==> config.mk <==
export PLATFORM = sky130hd
export DESIGN_NAME = cache_rd_arbiter
export DESIGN_NICKNAME = d
export VERILOG_FILES = /design/src/rtl/cache_axi_pkg.sv /design/src/rtl/cache_rd_arb_pick.sv /design/src/rtl/cache_rd_arbiter.sv
export SDC_FILE = /design/constraint.sdc
export NUM_CORES = 1
export LEC_CHECK = 0
export CORE_MARGIN = 1.5
export CORE_UTILIZATION = 30
export CTS_BUF_LIST = sky130_fd_sc_hd__clkbuf_16
export DETAILED_ROUTE_END_ITERATION = 6
export PLACE_DENSITY = 0.73
export SYNTH_ARGS = -nofsm -noshare
export SYNTH_HDL_FRONTEND = slang
export SYNTH_SLANG_ARGS = --single-unit
==> constraint.sdc <==
create_clock -name clk -period 2.1 [get_ports clk]
set_clock_uncertainty 0.1 [all_clocks]
set_input_delay 0.21 -clock clk [delete_from_list [all_inputs] [get_ports clk]]
set_output_delay 0.21 -clock clk [all_outputs]
set_load 0.02 [all_outputs]
==> src/rtl/cache_axi_pkg.sv <==
// cache_axi_pkg: shared FSM encoding, AXI constants and owner type for the cache read arbiter.
package cache_axi_pkg;
    localparam logic [1:0] ST_IDLE = 2'd0;
    localparam logic [1:0] ST_ADDR = 2'd1;
    localparam logic [1:0] ST_DATA = 2'd2;
    localparam logic [1:0] AXI_BURST_INCR = 2'b01;
    localparam logic [2:0] AXI_SIZE_4B = 3'b010;
    localparam logic [3:0] ID_I_DEF = 4'd0;
    localparam logic [3:0] ID_D_DEF = 4'd1;
    typedef enum logic {OWN_I = 1'b0, OWN_D = 1'b1} owner_e;
endpackage

==> src/rtl/cache_rd_arb_pick.sv <==
// cache_rd_arb_pick: 2-way picker; req/gnt bit0 = I-cache, bit1 = D-cache; ties go to the side that did not own last.
module cache_rd_arb_pick
    import cache_axi_pkg::*;
(
    input  logic [1:0] req,
    input  owner_e     last_owner,
    output logic [1:0] gnt
);
    always_comb gnt = (&req) ? ((last_owner == OWN_I) ? 2'b10 : 2'b01) : req;
endmodule

==> src/rtl/cache_rd_arbiter.sv <==
// cache_rd_arbiter: shares one AXI4 AR/R channel between the I-cache and D-cache miss FSMs.
// Define CACHE_RD_ARB_RR_EN for alternating tie priority; otherwise D always wins ties.
module cache_rd_arbiter
    import cache_axi_pkg::*;
#(
    parameter int         ADDR_W     = 32,
    parameter int         DATA_W     = 32,
    parameter int         LINE_BEATS = 4,
    parameter logic [3:0] ID_I       = ID_I_DEF,
    parameter logic [3:0] ID_D       = ID_D_DEF
) (
    input  logic              clk,
    input  logic              rstn,
    input  logic              i_arvalid,
    input  logic [ADDR_W-1:0] i_araddr,
    input  logic              i_uncache,
    output logic              i_arready,
    output logic              i_rvalid,
    output logic              i_rlast,
    output logic [DATA_W-1:0] i_rdata,
    input  logic              i_rready,
    input  logic              d_arvalid,
    input  logic [ADDR_W-1:0] d_araddr,
    input  logic              d_uncache,
    output logic              d_arready,
    output logic              d_rvalid,
    output logic              d_rlast,
    output logic [DATA_W-1:0] d_rdata,
    input  logic              d_rready,
    output logic              m_arvalid,
    output logic [ADDR_W-1:0] m_araddr,
    output logic [7:0]        m_arlen,
    output logic [2:0]        m_arsize,
    output logic [1:0]        m_arburst,
    output logic [3:0]        m_arid,
    input  logic              m_arready,
    input  logic              m_rvalid,
    input  logic [DATA_W-1:0] m_rdata,
    input  logic              m_rlast,
    output logic              m_rready,
    output logic              rlast_err
);
    logic [1:0]        state;
    owner_e            own_q;
    owner_e            last_own;
    logic [ADDR_W-1:0] addr_q;
    logic [ADDR_W-1:0] addr_win;
    logic [7:0]        len_q;
    logic [7:0]        cnt;
    logic [1:0]        gnt;
    logic              unc_win;
    logic              st_addr;
    logic              st_data;
    logic              own_d;
    logic              r_hs;

    cache_rd_arb_pick u_pick (
        .req        ({d_arvalid, i_arvalid}),
        .last_owner (last_own),
        .gnt        (gnt)
    );

`ifdef CACHE_RD_ARB_RR_EN
    owner_e last_q;
    // Only ties move the priority, so a lone requester never steals the next tie.
    always_ff @(posedge clk) begin
        if (!rstn)
            last_q <= OWN_I;
        else if (state == ST_IDLE && d_arvalid && i_arvalid)
            last_q <= gnt[1] ? OWN_D : OWN_I;
    end
    assign last_own = last_q;
`else
    assign last_own = OWN_I;
`endif

    assign addr_win = gnt[1] ? d_araddr : i_araddr;
    assign unc_win  = gnt[1] ? d_uncache : i_uncache;
    assign st_addr  = state == ST_ADDR;
    assign st_data  = state == ST_DATA;
    assign own_d    = own_q == OWN_D;
    assign r_hs     = m_rvalid && m_rready;

    always_ff @(posedge clk) begin
        if (!rstn) begin
            state     <= ST_IDLE;
            own_q     <= OWN_I;
            addr_q    <= '0;
            len_q     <= '0;
            cnt       <= '0;
            rlast_err <= 1'b0;
        end else begin
            // Beat count is checked against the burst length but the FSM trusts m_rlast.
            rlast_err <= r_hs && (m_rlast != (cnt == len_q));
            case (state)
                ST_IDLE: if (|gnt) begin
                    state  <= ST_ADDR;
                    own_q  <= gnt[1] ? OWN_D : OWN_I;
                    addr_q <= addr_win & ~ADDR_W'(unc_win ? 4'h3 : 4'hF);
                    len_q  <= unc_win ? 8'd0 : 8'(LINE_BEATS - 1);
                end
                ST_ADDR: if (m_arready) begin
                    state <= ST_DATA;
                    cnt   <= '0;
                end
                ST_DATA: if (r_hs) begin
                    cnt <= cnt + 8'd1;
                    if (m_rlast) state <= ST_IDLE;
                end
                default: state <= ST_IDLE;
            endcase
        end
    end

    assign m_arvalid = st_addr;
    assign m_araddr  = st_addr ? addr_q : '0;
    assign m_arlen   = st_addr ? len_q : 8'd0;
    assign m_arid    = st_addr ? (own_d ? ID_D : ID_I) : 4'd0;
    assign m_arsize  = AXI_SIZE_4B;
    assign m_arburst = AXI_BURST_INCR;
    assign m_rready  = st_data && (own_d ? d_rready : i_rready);
    assign i_arready = st_addr && !own_d && m_arready;
    assign d_arready = st_addr && own_d && m_arready;
    assign i_rvalid  = st_data && !own_d && m_rvalid;
    assign d_rvalid  = st_data && own_d && m_rvalid;
    assign i_rlast   = i_rvalid && m_rlast;
    assign d_rlast   = d_rvalid && m_rlast;
    assign i_rdata   = (st_data && !own_d) ? m_rdata : '0;
    assign d_rdata   = (st_data && own_d) ? m_rdata : '0;
endmodule

==> metrics.txt <==
status=completed; Bufs and invs on worst path=1; DRT Pass-1 Iters=4; cell count of the worst reg-to-reg path=4; synthesized area=2970 sq um; Core ar.=9680 sq um; Pleak=2.74 nW; Total Routing Usage GR=19.3%; met1 Use GR=25.3%; area leader, netlist=dfxtp_1; layout cells sized above 1=6.08%; first-pass GRT wire length=16000 microns; HPWL after detailed placement=8260 microns; total grt overflow=0; Final WS setup=122 ps; final hold vios=0; met2 GRT Util=32.8%; die area=10500 sq um; RSZ-0062 raised after global routing=false; minimum clock period after layout=1980 ps; RePlAce Congestion=0.864; DR WL/cell=15.2 microns; Max Fclk=505 MHz; I/O Buffers=208; Worst-path clk slew=60 ps; CP top delay family=buffers and inverters; crit-path cells=nand2b_1 > nor2_1 > clkdlybuf4s50_1; Rows=36; CP max FO=6; critical path depth=3; worst-skew pair later-pin latency=280 ps; die width=102 microns; register area share after synthesis=29.0%; commonest non-fill, non-tap cells in the layout=104 x clkdlybuf4s50_1, 100 x dlygate4sd2_1, 99 x and2_1, 42 x dfxtp_1, 32 x mux2i_1; CP peak stage delay=650 ps; Worst Hold Path Cells=4; iteration-0 DRC count of the detailed router=125; I/O pins=229; Final nets=666; CTS Buffer Depth=2; crit start category=flop; fin. max-slew vios=0; Mapped Avg Cell Area=8.32 sq um; CP max stage cell=clkdlybuf4s50_1; area share of the leading cell type in the synthesized netlist=29.0%; Routed Antenna Nets=0; Total Neg Setup Slack=0 ps; VDD IR max=0.367 mV; ANT cells=0; TritonCTS clock tree=yes; Final Power=2.63 mW; Synth Instances=357; area grow syn2layout=75.9%; grt met3 use=4.51%; Die Span Y=102 microns; Fin Hold WS=257 ps; Setup WS pre-CTS=-120 ps; register bit total from synthesis=43; DRT Wirelength=10500 microns; Crit. End Element=output port; initial antenna violation count=0; top cells by area, synth=dfxtp_1 29%, and2_1 21%, mux2i_1 11%; Final period util=94.2%; Required @ worst endpoint=1790 ps; Starting Density=30.7%; most crowded layer after global routing=met2; Worst Max-Slew Pin Slew=703 ps; largest net degree at the start of global routing=35; CTS Buf Count=5; WP data arrival=1670 ps; placed insts=684; HP Class=in2reg; Cell variety after synth=38; commonest non-fill, non-tap cell in the layout=clkdlybuf4s50_1; vias post-DR=3271; Post-CTS Setup Bufs=0; Max H-tree Level=2; vias in the first global route=3047; Root Driver=clkbuf_16; Final Non-Filler Cells=692; total power per unit cell area=504 nW/um^2; Worst slew margin=53.0%; synth warn=0; final setup fails=0; MaxCap Viol Count=0; Sink Count=43; register-to-register setup slack=350 ps; post-detailed-route via-to-cell ratio=4.73; Setup CP Type=reg2out; final routed DRC violation total=0
[worst min-delay path, cell delays in order]
cell	delay, ps
buf_2	90
nor2_1	80
o21ai_0	140
a21oi_1	60
[power breakdown]
part	total (mW)	internal (mW)	switching [mW]
logic	0.818	0.414	0.404
clock network	0.874	0.561	0.313
registers	0.939	0.896	0.0422
total	2.63	1.87	0.759
[state kept, by name, summed over array words and instances (netlist names)]
name	count
rlast_err	1
cnt	8
own_d	1
len_q	1
state	2
addr_q	30
[kinds of logic after synthesis]
kind of cell,share of synthesized area (%)
AND/OR/NAND/NOR,32.1
flip-flops,29.0
adder cells (fa/ha/maj),0.421
other,0.253
multiplexers,11.9
AO/OA/AOI/OAI,17.6
buffers and inverters,8.68
[per-stage QoR]
step / cell area [sq um] / util, %
final: 5220 / 53.9
after global routing: 5220 / 53.9
after floorplan: 3020 / -
after global placement: 5160 / 53.3
after CTS: 5220 / 53.9
after detailed placement: 5160 / 53.3
[per-layer routing]
metal / vias up / share of wire (%)
met3: 6 / 7.1
met4: 0 / 0.69
met2: 110 / 50
met1: 1535 / 42
met5: - / 0
li1: 1620 / -
[path summary, 6_finish.rpt]
kind,start,end
worst max-delay path,state[1],m_rready
worst min-delay path,d_arvalid,addr_q[3]
worst max register to register,state[0],addr_q[25]
worst min register to register,addr_q[3],addr_q[3]
[cells in the mapped netlist]
master,n
o21a_1,1
or4_4,1
or3_1,2
buf_1,1
clkbuf_1,15
or2_1,2
conb_1,2
a21o_1,1
dfxtp_1,43
a221oi_1,1
and2_1,99
buf_2,10
inv_1,4
nor2_1,9
buf_4,17
nand2b_1,2
nand2_1,9
o311ai_1,1
and3b_1,4
o2111ai_1,1
nor2b_1,2
and4b_1,1
and3_1,4
o21ai_0,4
clkbuf_2,1
mux2_2,3
a211oi_1,12
ha_1,1
a2111oi_4,1
o311ai_0,1
nand3_1,20
nand3b_1,3
o211a_1,17
mux2i_1,32
o211ai_1,7
nand4_1,2
a31oi_1,6
a21oi_1,15
[cell type report]
cell class	instances	area, sq um
sequential	43	862
tap	133	166
inverter	4	15.0
multi-input combinational	280	1920
clock inverter	3	42.5
fill	965	4460
timing repair buffer	224	2090
clock buffer	5	125
[timing repair]
| action | 4_1_cts | 5_1_grt |
|---|---|---|
| resized for setup | 104 | 4 |
| setup endpoints to repair | 113 | 36 |
| hold buffers | 0 | 0 |
No activity file was read; power rests on OpenSTA's default activity.
==> patch: new RTL, config.mk and constraints unchanged <==
The option `CACHE_RD_ARB_RR_EN` is turned on by a define.
--- a/src/rtl/cache_rd_arbiter.sv
+++ b/src/rtl/cache_rd_arbiter.sv
@@ -2,2 +2,4 @@
 // Define CACHE_RD_ARB_RR_EN for alternating tie priority; otherwise D always wins ties.
+`define CACHE_RD_ARB_RR_EN
+
 module cache_rd_arbiter
Formal check against the unedited RTL: not equivalent (Yosys sat finds a counterexample within 10 cycles, from zero or initial values and one cycle with rstn low).
==> patch against the unedited design <==
- register-to-register slack better by 0.05 ns
- critical endpoint is now i_rdata[10]
- total power up 1.3%
- sequential power up 2%
- hold slack better by 0.12 ns
- setup slack worse by 0.0067 ns
- design area down 1.8%
- wire length down 1.4%
- sequential cell count up 1
- synthesized area down 3.8%
==> patch: results <==
export IMPL_status="completed"
export IMPL_slew_headroom_pct=58.85
export IMPL_grt_pass1_wl_um=15960
export IMPL_synth_top_cells_by_area="dfxtp_1, and2_1, mux2i_1"
export IMPL_synth_common_cells="and2_1, dfxtp_1, and3_1, o21ai_0, a21oi_1"
export IMPL_critPathMaxFanout=8
export IMPL_clock_root_buffer="clkbuf_16"
export IMPL_top_regs="addr_q x30, cnt x8, state x2"
export IMPL_n_antenna_cell=0
export IMPL_synth_flop_cell="dfxtp_1"
export IMPL_ir_drop_mv=0.3160
export IMPL_cp_arrival_ns=1.68
export IMPL_wl_um=10360
export IMPL_dp_hpwl_um=7683
export IMPL_yosys_warnings=0
export IMPL_cts_setup_buffers=0
export IMPL_min_path_type="flip-flop to flip-flop"
export IMPL_switchingPower_mw=0.7811
export IMPL_clkTransAtPathRegs_ns=0.07
export IMPL_async_flop_share_pct=0
export IMPL_tns_ns=0
export IMPL_htree_levels=2
export IMPL_synth_cell_types=43
export IMPL_antenna_found_initial=0
export IMPL_largest_reg_flops=30
export IMPL_gp_congestion=0.8393
export IMPL_dr_pass1_iters=4
export IMPL_fin_nets=664
export IMPL_grt_max_degree=60
export IMPL_cts_made_buffers=5
export IMPL_cts_buffer_depth=2
export IMPL_dr_first_iter_drc_count=112
export IMPL_viasPerCell=4.679
export IMPL_seq_area_frac_synth_pct=30.84
export IMPL_clkLatencyLatePin_ns=0.28
export IMPL_p_leak_nw=2.738
export IMPL_drv_cap=0
export IMPL_grt_usage_pct=19.87
export IMPL_grt_pass1_vias=3084
export IMPL_drive_gt1_share_pct=6.104
export IMPL_port_buffers=208
patch: stage by stage:
step / total power [mW] / hold WS, ns / setup slack [ns] / cells / area (um^2)
after floorplan: 1.411 / 0.2180 / 0.3136 / 369 / 2909
after global placement: 1.813 / 0.3509 / 0.1027 / 675 / 5035
after detailed placement: 1.831 / 0.3689 / 0.08900 / 675 / 5035
after CTS: 2.681 / 0.3749 / 0.007288 / 686 / 5119
after global routing: 2.805 / 0.4023 / 0.05510 / 686 / 5129
final: 2.664 / 0.3734 / 0.1148 / 686 / 5129
patch: final cells by class:
cell class,instances,area (um^2)
Tap cell,129,161.4
Clock buffer,5,125.1
Clock inverter,3,38.79
Fill cell,885,4111
Inverter,1,3.754
Timing Repair Buffer,223,2120
Multi-Input combinational cell,281,1798
Sequential cell,44,882.1
patch: metal layers:
layer	global-route usage (%)	share of wire [%]	vias to the layer above
met5	0	0	-
met1	25.27	43	1486
met4	5.309	1.6	0
met3	4.438	4.9	14
li1	-	-	1614
met2	33.84	50	96
patch: cells by family (layout without fill, tap and decap cells):
kind of cell	Yosys count	count (layout)	synth area share, %
AOI/OAI and AO/OA	84	84	16.60
xor gates and xnor gates	2	2	0.6133
muxes	31	31	11.04
other	2	16	0.2629
and+or+nand+nor	144	147	30.79
adders and majority gates	1	1	0.4380
DFF	44	44	30.84
buffers and inverters	47	232	9.417
patch: worst paths after layout:
path	from	end	slack [ns]	depth (start not counted)
setup / recovery	state[0]	i_rdata[10]	0.11	4
hold / removal	cnt[7]	cnt[7]	0.37	1
setup reg to reg	state[1]	cnt[7]	0.40	6
hold reg to reg	cnt[7]	cnt[7]	0.37	1
patch: critical path: stages (launching register included):
cell	delay, ns
dfxtp_1	0.33
and2b_2	0.27
and2b_2	0.28
and2_1	0.18
dlygate4sd2_1	0.33
patch: power groups by stage:
stage                     Sequential (mW)  Clock (mW)  Combinational, mW
after floorplan                     0.961           0              0.451
after global placement              0.968           0              0.845
after detailed placement            0.972           0              0.859
after CTS                           0.957       0.894              0.830
after global routing                0.968       0.939              0.898
final                               0.956       0.882              0.826
patch: what timing repair did:
action | in CTS | in global routing
gates resized for setup | 111 | 4
cloned | 3 | 0
setup endpoints to repair | 101 | 4
